$ cat config.mk
export PLATFORM = sky130hd
export DESIGN_NAME = axi_stream_strip_header
export DESIGN_NICKNAME = d
export VERILOG_FILES = /design/src/rtl/axi_stream_strip_header.sv
export SDC_FILE = /design/constraint.sdc
export NUM_CORES = 1
export LEC_CHECK = 0
export CAP_MARGIN = 40
export CORE_MARGIN = 1
export CORE_UTILIZATION = 50
export CTS_CLUSTER_SIZE = 20
export DETAILED_ROUTE_END_ITERATION = 16
export PLACE_DENSITY = 0.73
export SETUP_SLACK_MARGIN = 0.05
export SLEW_MARGIN = 0
export SYNTH_ARGS = -nofsm -noshare
export SYNTH_HDL_FRONTEND = slang
export SYNTH_SLANG_ARGS = --single-unit
$ cat constraint.sdc
create_clock -name clk -period 4.6 [get_ports clk]
set_input_delay 0.69 -clock clk [delete_from_list [all_inputs] [get_ports clk]]
set_output_delay 0.69 -clock clk [all_outputs]
set_load 0.02 [all_outputs]
$ cat src/rtl/axi_stream_strip_header.sv
// AXI-Stream header stripper: drops a per-packet header of 1..DATA_BYTE_WD bytes
// and re-packs the remaining payload MSB-first, with a registered output stage.
module axi_stream_strip_header #(
    parameter int DATA_WD      = 32,
    parameter int DATA_BYTE_WD = DATA_WD / 8,
    parameter int BYTE_CNT_WD  = $clog2(DATA_BYTE_WD)
) (
    input  logic                    clk,
    input  logic                    rst_n,
    input  logic                    valid_in,
    input  logic [DATA_WD-1:0]      data_in,
    input  logic [DATA_BYTE_WD-1:0] keep_in,
    input  logic                    last_in,
    output logic                    ready_in,
    output logic                    valid_out,
    output logic [DATA_WD-1:0]      data_out,
    output logic [DATA_BYTE_WD-1:0] keep_out,
    output logic                    last_out,
    input  logic                    ready_out,
    input  logic                    valid_strip,
    input  logic [BYTE_CNT_WD-1:0]  byte_strip_cnt,
    output logic                    ready_strip
);

    localparam int CW = BYTE_CNT_WD + 1;
    localparam logic [CW-1:0] W_CNT = CW'(DATA_BYTE_WD);

    typedef enum logic [1:0] {IDLE, FIRST, STREAM, FLUSH} state_t;

    state_t                    state, state_nxt;
    logic [CW-1:0]             strip_len, strip_len_nxt;
    logic [CW-1:0]             res_len, res_len_nxt;
    logic [DATA_WD-1:0]        res_data, res_data_nxt;
    logic [DATA_WD-1:0]        data_m;
    logic [CW-1:0]             k_len, tot_len;
    logic                      slot_free, in_fire, strip_fire, first_has, tot_over;
    logic                      load, beat_last;
    logic [DATA_WD-1:0]        beat_data;
    logic [DATA_BYTE_WD-1:0]   beat_keep;

    function automatic logic [DATA_BYTE_WD-1:0] keep_of(input logic [CW-1:0] n);
        keep_of = ~({DATA_BYTE_WD{1'b1}} >> n);
    endfunction

    assign slot_free  = ~valid_out | ready_out;
    assign in_fire    = valid_in & ready_in;
    assign strip_fire = valid_strip & ready_strip;
    assign tot_len    = res_len + k_len;
    assign first_has  = k_len > strip_len;
    assign tot_over   = tot_len > W_CNT;

    // Null bytes are zeroed up front so every shifted product carries zero fill.
    always_comb begin
        data_m = '0;
        k_len  = '0;
        for (int unsigned i = 0; i < DATA_BYTE_WD; i++) begin
            data_m[i*8 +: 8] = {8{keep_in[i]}} & data_in[i*8 +: 8];
            k_len            = k_len + CW'(keep_in[i]);
        end
    end

    always_ff @(posedge clk or negedge rst_n) begin
        if (!rst_n) state <= IDLE;
        else        state <= state_nxt;
    end

    always_comb begin
        state_nxt = state;
        unique case (state)
            IDLE:    if (strip_fire) state_nxt = FIRST;
            FIRST:   if (in_fire) state_nxt = last_in ? IDLE : STREAM;
            STREAM:  if (in_fire && last_in) state_nxt = tot_over ? FLUSH : IDLE;
            FLUSH:   if (slot_free) state_nxt = IDLE;
            default: state_nxt = IDLE;
        endcase
    end

    always_comb begin
        ready_in    = ((state == FIRST) || (state == STREAM)) && slot_free;
        ready_strip = (state == IDLE) && slot_free;
    end

    // Residual is held left-justified; res_len stays constant through STREAM.
    always_comb begin
        load          = 1'b0;
        beat_data     = res_data | (data_m >> {res_len, 3'b000});
        beat_keep     = '1;
        beat_last     = 1'b0;
        res_data_nxt  = res_data;
        res_len_nxt   = res_len;
        strip_len_nxt = strip_len;
        unique case (state)
            IDLE: if (strip_fire) begin
                strip_len_nxt = CW'(byte_strip_cnt) + CW'(1);
                res_data_nxt  = '0;
                res_len_nxt   = '0;
            end
            FIRST: if (in_fire) begin
                res_data_nxt = data_m << {strip_len, 3'b000};
                res_len_nxt  = first_has ? (k_len - strip_len) : '0;
                if (last_in && first_has) begin
                    load      = 1'b1;
                    beat_data = res_data_nxt;
                    beat_keep = keep_of(res_len_nxt);
                    beat_last = 1'b1;
                end
            end
            STREAM: if (in_fire) begin
                load         = 1'b1;
                res_data_nxt = data_m << {W_CNT - res_len, 3'b000};
                if (last_in) begin
                    if (tot_over) begin
                        res_len_nxt = tot_len - W_CNT;
                    end else begin
                        beat_keep = keep_of(tot_len);
                        beat_last = 1'b1;
                    end
                end
            end
            FLUSH: if (slot_free) begin
                load      = 1'b1;
                beat_data = res_data;
                beat_keep = keep_of(res_len);
                beat_last = 1'b1;
            end
            default: ;
        endcase
    end

    always_ff @(posedge clk or negedge rst_n) begin
        if (!rst_n) begin
            valid_out <= 1'b0;
            data_out  <= '0;
            keep_out  <= '0;
            last_out  <= 1'b0;
            strip_len <= '0;
            res_len   <= '0;
            res_data  <= '0;
        end else begin
            strip_len <= strip_len_nxt;
            res_len   <= res_len_nxt;
            res_data  <= res_data_nxt;
            if (load) begin
                valid_out <= 1'b1;
                data_out  <= beat_data;
                keep_out  <= beat_keep;
                last_out  <= beat_last;
            end else if (ready_out) begin
                valid_out <= 1'b0;
            end
        end
    end

endmodule

==> results of run 1 <==
## worst register-to-register path: cells and delay by family, from the launching register on
family | cells | cell delay, ns
AND/OR/NAND/NOR | 3 | 1.64
flip-flops | 1 | 0.41
buffers and inverters | 1 | 0.11
AO/OA/AOI/OAI | 2 | 0.47
adder cells (fa/ha/maj) | 1 | 0.60
## layer usage
layer	up-vias	wire length (um)	GRT usage
li1	3025	-	-
met1	3357	9730	0.497
met2	457	11400	0.627
met3	88	2410	0.0648
met4	0	1200	0.211
met5	-	0	0
## Yosys cell counts, types with 4 or more instances
master | number | area, um2
buf_1 | 6 | 22.5
ha_1 | 15 | 188
o22ai_1 | 6 | 37.5
a31o_2 | 11 | 96.3
o31ai_1 | 7 | 52.6
nand2_1 | 78 | 293
o211a_1 | 4 | 40.0
a22o_1 | 24 | 210
a32o_1 | 7 | 70.1
a21o_1 | 4 | 30.0
nand3_1 | 48 | 240
a311o_1 | 7 | 70.1
a31oi_1 | 38 | 238
mux2_2 | 9 | 101
o2bb2ai_1 | 4 | 35.0
clkbuf_1 | 45 | 169
o211ai_1 | 17 | 128
and2_1 | 4 | 25.0
a21oi_1 | 59 | 295
mux2i_1 | 4 | 40.0
nor2_1 | 48 | 180
nand3b_1 | 9 | 67.6
o22a_1 | 8 | 70.1
a211oi_1 | 8 | 60.1
dfrtp_1 | 78 | 1950
buf_2 | 16 | 80.1
nand4b_1 | 11 | 96.3
o21ai_0 | 91 | 455
buf_6 | 7 | 78.8
mux4_2 | 12 | 270
o21ba_2 | 4 | 40.0
nand2b_1 | 9 | 56.3
inv_1 | 15 | 56.3
## state kept, by name, summed over array words and instances (netlist names)
signal     cells
data_out      32
keep_out       4
last_out       1
res_data      32
res_len        3
state          2
strip_len      3
valid_out      1
## power by group
part | internal [mW] | total, mW | switching, mW
registers | 0.961 | 1.16 | 0.201
clock network | 0.561 | 0.875 | 0.315
logic | 1.20 | 3.04 | 1.84
## worst paths after layout
check,to,slack [ns],cells past startpoint
max in group asynchronous,res_data[8],3.76,2
min reg2reg,data_out[27],0.48,2
min in group clk,data_out[27],0.48,2
max,data_out[26],0.66,11
max reg2reg,res_data[7],1.29,7
min,res_data[22],0.23,1
## cells by family after synthesis
logic type	count (synthesis)
and+or+nand+nor	228
buffers and inverters	92
xor gates and xnor gates	3
DFF	78
muxes	25
adders and majority gates	18
AOI/OAI and AO/OA	331
## area by class of cell
cell class / count / area (um2) / area share
Multi-Input combinational cell: 605 / 4020 / 0.524
Sequential cell: 78 / 1950 / 0.255
Timing Repair Buffer: 110 / 1070 / 0.140
Clock buffer: 11 / 253 / 0.0329
Tap cell: 168 / 210 / 0.0274
Clock inverter: 5 / 105 / 0.0137
Inverter: 16 / 60.1 / 0.00783
## metrics by stage
stage	area (um2)	setup slack, ns	utilization
final	7670	0.662	0.626
after global routing	7670	0.462	0.626
after CTS	7670	0.692	0.626
after detailed placement	7310	0.321	0.596
after global placement	7260	0.491	0.592
after floorplan	6390	1.28	-
==> results.toml, run 1 <==
[status]
status = "completed"

[place]
portBuffers = 83
gp_congestion = 0.981
dpl.cell_count = 977
dp_hpwl_um = 17500

[setup_path]
slowest_stage = "o31ai_4"
path_class = "in2reg"
cp_common_cell = "ha_1"
required_ns = 4.83
critical-path-max-stage-delay_ns = 0.55
crit_buf_inv = 2
crit_arrival_ns = 4.17
crit_chain = "clkdlybuf4s50_1 > fa_1 > ha_1 > ha_1 > ha_1 > and3b_1 > o211ai_1 > o31ai_4 > buf_4 > o21ai_1 > o32a_1"
r2r_start = "state[1]"
end_kind = "flip-flop"
startpoint = "keep_in[0]"
critPathLaunchType = "primary input"
cpLargestDelayFamily = "adder cells"
critPathMaxFanout = 11

[sta]
hold_ws_ns = 0.235
rsz0062_at_grt = "false"
fmax_mhz = 254
tightestPinTransition_ns = 0.971
max-slew-margin-rel = 0.347
tns_ns = 0
min_period_ns = 3.94
period_share = 0.856
finalSetupViolations = 0
fin_worst_skew_ns = 0.00802
hold_violations = 0
slew_viol_final = 0

[global_route]
grt_max_degree = 63
grt_pass1_vias = 6857
antenna_found_initial = 0
grt_usage = 0.388
grt_overflow = 0
grt_pass1_wl_um = 38400

[cts]
cts-resized-gates = 0
clock_sinks = 78
clockBufferDepth = 2
clk_latency_ns = 0.35
cts_setup_buffers = 0
ctsHoldBuffers = 0
cts_buffers = 9
ctsRootBufferMaster = "clkbuf_16"
path_clk_slew_ns = 0.06
tritoncts = "built"
htreeDepth = 3

[pwr]
power.density_mw_per_mm2 = 662
p_leak_nw = 2.98
irDropWorstVdd_mv = 0.487
power_mw = 5.08

[floorplanning]
row_count = 40
start_util = 0.521
fp.dieW_um = 115
die_area_mm2 = 0.0132
ios = 84
core-area_mm2 = 0.0123
die_h_um = 115

[finish]
nFillCells = 1103
final_cell_count_no_fill = 993
nets = 882
areaGrowthSynthToFinish_pct = 20.0
final_layout_size_suffix_gt1_frac = 0.109
layout_commonest_cell = "o21ai_0"
mostFrequentLayoutCells = "o21ai_0 (91), clkdlybuf4s50_1 (82), nand2_1 (78)"
antenna_cells = 0

[detailed_routing]
viasPerCell = 6.98
drt.antenna.violating_nets = 0
drc = 0
dr.pass1.iters = 6
num_vias = 6927
initialDrtViolationCount = 1073
totalWireLength_um = 24700
wl_per_cell_um = 24.9

[yosys]
synthCells = 775
synthesis.nets = 837
muxShareOfSynthArea = 0.0644
synth_top_family_by_area = "compound AO/OA/AOI/OAI gates"
seq_area_frac_synth = 0.305
synth_simple_gate_area_frac = 0.175
syn-cell-area_mm2 = 0.00639
synth_fa_ha_area_frac = 0.0387
synthXorXnorAreaFrac = 0.00411
synthArstFlopShare = 1.00
ys.flop_type = "dfrtp_1"
synth_edf_count = 0
synth_compound_area_frac = 0.347
yosysUniqueCellTypes = 72
synth_seq_cells = 78
syn_area_per_cell_um2 = 8.25
ys_warn_count = 0

[hold_path]
hold_path.class = "in2async"

[flow_run]
cap_violations = 0
Power figures use the tool's default switching activity.
==> run 2, diff against run 1 <==
- CAP_MARGIN: 40 -> not set
==> results.toml, run 2 (synthesized netlist as in run 1, its figures left out) <==
[status]
status = "completed"

[detailed_routing]
viasPerCell = 7.05
initialDrtViolationCount = 972
num_vias = 6982
drt.antenna.violating_nets = 0
drc = 0
wl_per_cell_um = 25.0
totalWireLength_um = 24800
dr.pass1.iters = 6

[cts]
cts-resized-gates = 0
path_clk_slew_ns = 0.06
cts_buffers = 9
clockBufferDepth = 2
cts_setup_buffers = 0
ctsHoldBuffers = 0
tritoncts = "built"
clk_latency_ns = 0.35
ctsRootBufferMaster = "clkbuf_16"
htreeDepth = 3
clock_sinks = 78

[setup_path]
required_ns = 4.84
slowest_stage = "o31ai_4"
cp_common_cell = "ha_1"
crit_arrival_ns = 4.17
rrSetupSlack_ns = 1.31
path_class = "in2reg"
crit_chain = "clkdlybuf4s50_1 > fa_1 > ha_1 > ha_1 > ha_1 > and3b_1 > o211ai_1 > o31ai_4 > buf_4 > o21ai_1 > o32a_1"
crit_buf_inv = 2
critPathMaxFanout = 11
cpLargestDelayFamily = "adder cells"
critPathLaunchType = "primary input"
end_kind = "flip-flop"
critical-path-max-stage-delay_ns = 0.55

[floorplanning]
core-area_mm2 = 0.0123
start_util = 0.521
die_h_um = 115
die_area_mm2 = 0.0132
ios = 84
row_count = 40
fp.dieW_um = 115

[finish]
antenna_cells = 0
layout_commonest_cell = "o21ai_0"
areaGrowthSynthToFinish_pct = 18.6
mostFrequentLayoutCells = "o21ai_0 (91), clkdlybuf4s50_1 (82), nand2_1 (78)"
final_layout_size_suffix_gt1_frac = 0.102
nets = 879
top_regs = "data_out: 32 flops, res_data: 32 flops, keep_out: 4 flops"

[global_route]
grt_max_degree = 79
grt_usage = 0.391
grt_pass1_wl_um = 38700
grt_pass1_vias = 6957
antenna_found_initial = 0
grt_overflow = 0

[sta]
tns_ns = 0
hold_violations = 0
period_share = 0.855
tightestPinTransition_ns = 1.32
min_period_ns = 3.93
finalSetupViolations = 0
rsz0062_at_grt = "false"
fmax_mhz = 254
max-slew-margin-rel = 0.121
slew_viol_final = 0
fin_worst_skew_ns = 0.00397

[place]
portBuffers = 83
gp_congestion = 0.981
dp_hpwl_um = 17100

[flow_run]
cap_violations = 0

[pwr]
power_mw = 4.99
power.density_mw_per_mm2 = 658
p_leak_nw = 2.94
irDropWorstVdd_mv = 0.481

[hold_path]
hold_path.class = "reg2reg"
## run 2: area by class of cell
type,count,area [um2]
repair buffers,107,1020
inverters,16,60.1
clock inverters,3,67.6
flip-flops and latches,78,1950
fillers,1093,4680
multi-input cells,605,4020
well taps,168,210
clock buffers,13,250
## run 2: worst paths after layout
kind / from / to / depth (start not counted)
max in group asynchronous: rst_n / res_len[0] / 1
hold / removal: data_out[27] / data_out[27] / 2
min in group asynchronous: rst_n / data_out[22] / 1
hold reg to reg: data_out[27] / data_out[27] / 2
setup / recovery: keep_in[1] / data_out[26] / 11
setup reg to reg: state[1] / data_out[3] / 8
## run 2: metal layers
layer / part of all wire / GRT usage / routed length (um)
met1: 0.39 / 0.509 / 9700
met2: 0.46 / 0.610 / 11300
met3: 0.11 / 0.0775 / 2640
met4: 0.047 / 0.222 / 1170
met5: 0 / 0 / 0
## run 2: worst register-to-register path: stages (launching register included)
cell	delay [ns]
dfrtp_1	0.39
inv_1	0.10
ha_1	0.49
nand2_1	0.21
or3_1	0.64
o21ai_2	0.71
buf_4	0.30
a31oi_1	0.11
a22o_1	0.22
## run 2: through the flow
stage	hold WS [ns]	instances	worst slack, ns	util	instance area, um2
4_1_cts	0.486	990	0.717	0.618	7580
3_5_place_dp	0.473	974	0.336	0.592	7260
5_1_grt	0.525	990	0.491	0.618	7580
2_1_floorplan	0.394	775	1.28	-	6390
6_report	0.480	990	0.667	0.618	7580
3_3_place_gp	0.464	974	0.491	0.592	7260
## run 2: report_power, final
part	leakage, nW	total (mW)	internal, mW	switching (mW)
registers	1.02	1.16	0.961	0.201
logic	1.77	3.04	1.18	1.85
clock network	0.150	0.793	0.491	0.301
total	2.94	4.99	2.63	2.36
==> RTL edit: new RTL, settings of run 2 <==
Change the parameter `DATA_WD` from 32 to 16.
--- a/src/rtl/axi_stream_strip_header.sv
+++ b/src/rtl/axi_stream_strip_header.sv
@@ -3,3 +3,3 @@
 module axi_stream_strip_header #(
-    parameter int DATA_WD      = 32,
+    parameter int DATA_WD      = 16,
     parameter int DATA_BYTE_WD = DATA_WD / 8,
Ports: changed (5 resized); port bits go from 84 to 47. The function was not compared with the original's and may differ.
==> RTL edit against run 2 <==
Sequential cell count shrank 36. Worst setup slack better by 0.69 ns. Power down 55%. Utilization is 1.1 points higher. Wire length down 68%. Count of clock-buffer cells in the layout shrank 5. Cell area down 53%. Highest routed layer unchanged. Clock power decreased by 65%. Largest cell class unchanged. Die area shrank 53%. Synthesized area decreased by 53%.
==> RTL edit: results (changes against run 2) <==
| Metric | Value |
|---|---|
| First-pass detailed-route iteration total | 5 (-1) |
| Lkg Pwr | 1.44 nW (-51%) |
| Nets | 393 (-55%) |
| GP Congestion | 0.949 (-3.3%) |
| Synth area leaders | dfrtp_1 (35%), o21ai_0 (5.7%), mux2_4 (5.0%) |
| Largest regs | data_out x16, res_data x16 |
| DR WL/cell | 18.4 um (-27%) |
| Synth top cells by count | dfrtp_1 (42), nand2_1 (36), o21ai_0 (34) |
| Clock-pin slew on the worst setup and hold paths | 0.08 ns (+0.02 ns) |
| H-tree Lvls | 2 (-1) |
| Sequential share of the synthesized area | 35.2% (+4.7 points) |
| Crit Path Max Fanout | 18 (+7) |
| Ratio of cells with drive above 1 in the final layout | 13.1% (+2.9 points) |
| Worst Tran Pin Value | 0.991 ns (-0.328 ns) |
| Cell count after synthesis | 320 (-59%) |
| GRT Util Overall | 26.5% (-13 points) |
| Dpl cells | 422 (-57%) |
| DP Area | 0.00344 mm2 (-53%) |
| First-pass GRT wire length | 12,800 um (-67%) |
| Worst EP arrival | 3.42 ns (-0.75 ns) |
| Placed wire-length estimate | 5450 um (-68%) |
| Worst clock skew | 0.00472 ns (+0.000751 ns) |
| Via/cell ratio | 6.39 (-9.4%) |
| Worst-Skew Late Latency | 0.29 ns (-0.06 ns) |
| Synth Net Count | 356 (-57%) |
| Outcome | finished clean |
## RTL edit: power by group through the flow
stage                     Clock [mW]  Combinational (mW)  Sequential [mW]
after floorplan                    0               0.911            0.656
after global placement             0                1.32            0.625
after detailed placement           0                1.33            0.627
after CTS                      0.288                1.34            0.622
after global routing           0.299                1.47            0.640
final                          0.281                1.35            0.623
## RTL edit: path summary, 6_finish.rpt
kind / start / endpoint / slack (ns) / cells after the start
worst max-delay path: keep_in[1] / keep_out[0] / 1.36 / 11
worst min-delay path: data_out[3] / data_out[3] / 0.51 / 1
worst max register to register: strip_len[0] / keep_out[0] / 1.78 / 8
worst min register to register: data_out[3] / data_out[3] / 0.51 / 1
max in group asynchronous: rst_n / keep_out[1] / 3.46 / 1
min in group asynchronous: rst_n / strip_len[1] / 0.54 / 1
## RTL edit: per-layer routing
layer | part of all wire (%) | vias up | GRT usage, %
met5 | 0 | - | 0
met4 | 1.2 | 0 | 6.91
met3 | 7.6 | 13 | 5.40
met2 | 45 | 126 | 39.9
met1 | 46 | 1322 | 38.4
li1 | - | 1287 | -
## RTL edit: layout make-up
class / count / share of cell area, %
Clock buffer: 8 / 3.10
Inverter: 12 / 1.27
Multi-Input combinational cell: 248 / 50.3
Sequential cell: 42 / 29.6
Tap cell: 72 / 2.54
Timing Repair Buffer: 48 / 13.2
## RTL edit: cells by family (layout without fill, tap and decap cells)
| family | Yosys count | in the layout | synth area share, % |
|---|---|---|---|
| adder cells (fa/ha/maj) | 11 | 11 | 4.86 |
| multiplexers | 24 | 24 | 10.2 |
| flip-flops | 42 | 42 | 35.2 |
| AND/OR/NAND/NOR | 95 | 95 | 18.2 |
| buffers and inverters | 30 | 68 | 4.99 |
| AO/OA/AOI/OAI | 117 | 117 | 25.7 |
| XOR/XNOR | 1 | 1 | 0.838 |
## RTL edit: critical path, cell delays in order
cell and delay [ns]:
clkdlybuf4s50_1 0.42, ha_1 0.30, inv_1 0.04, ha_1 0.17, inv_1 0.07, fa_1 0.17
a21boi_2 0.25, and4_4 0.41, a21oi_4 0.12, nor2_8 0.38, mux2_2 0.38
## RTL edit: stage by stage
step	util (%)	total power, mW
3_5_place_dp	61.0	1.96
4_1_cts	63.0	2.25
3_3_place_gp	61.0	1.95
2_1_floorplan	-	1.57
6_report	63.0	2.25
5_1_grt	63.0	2.40
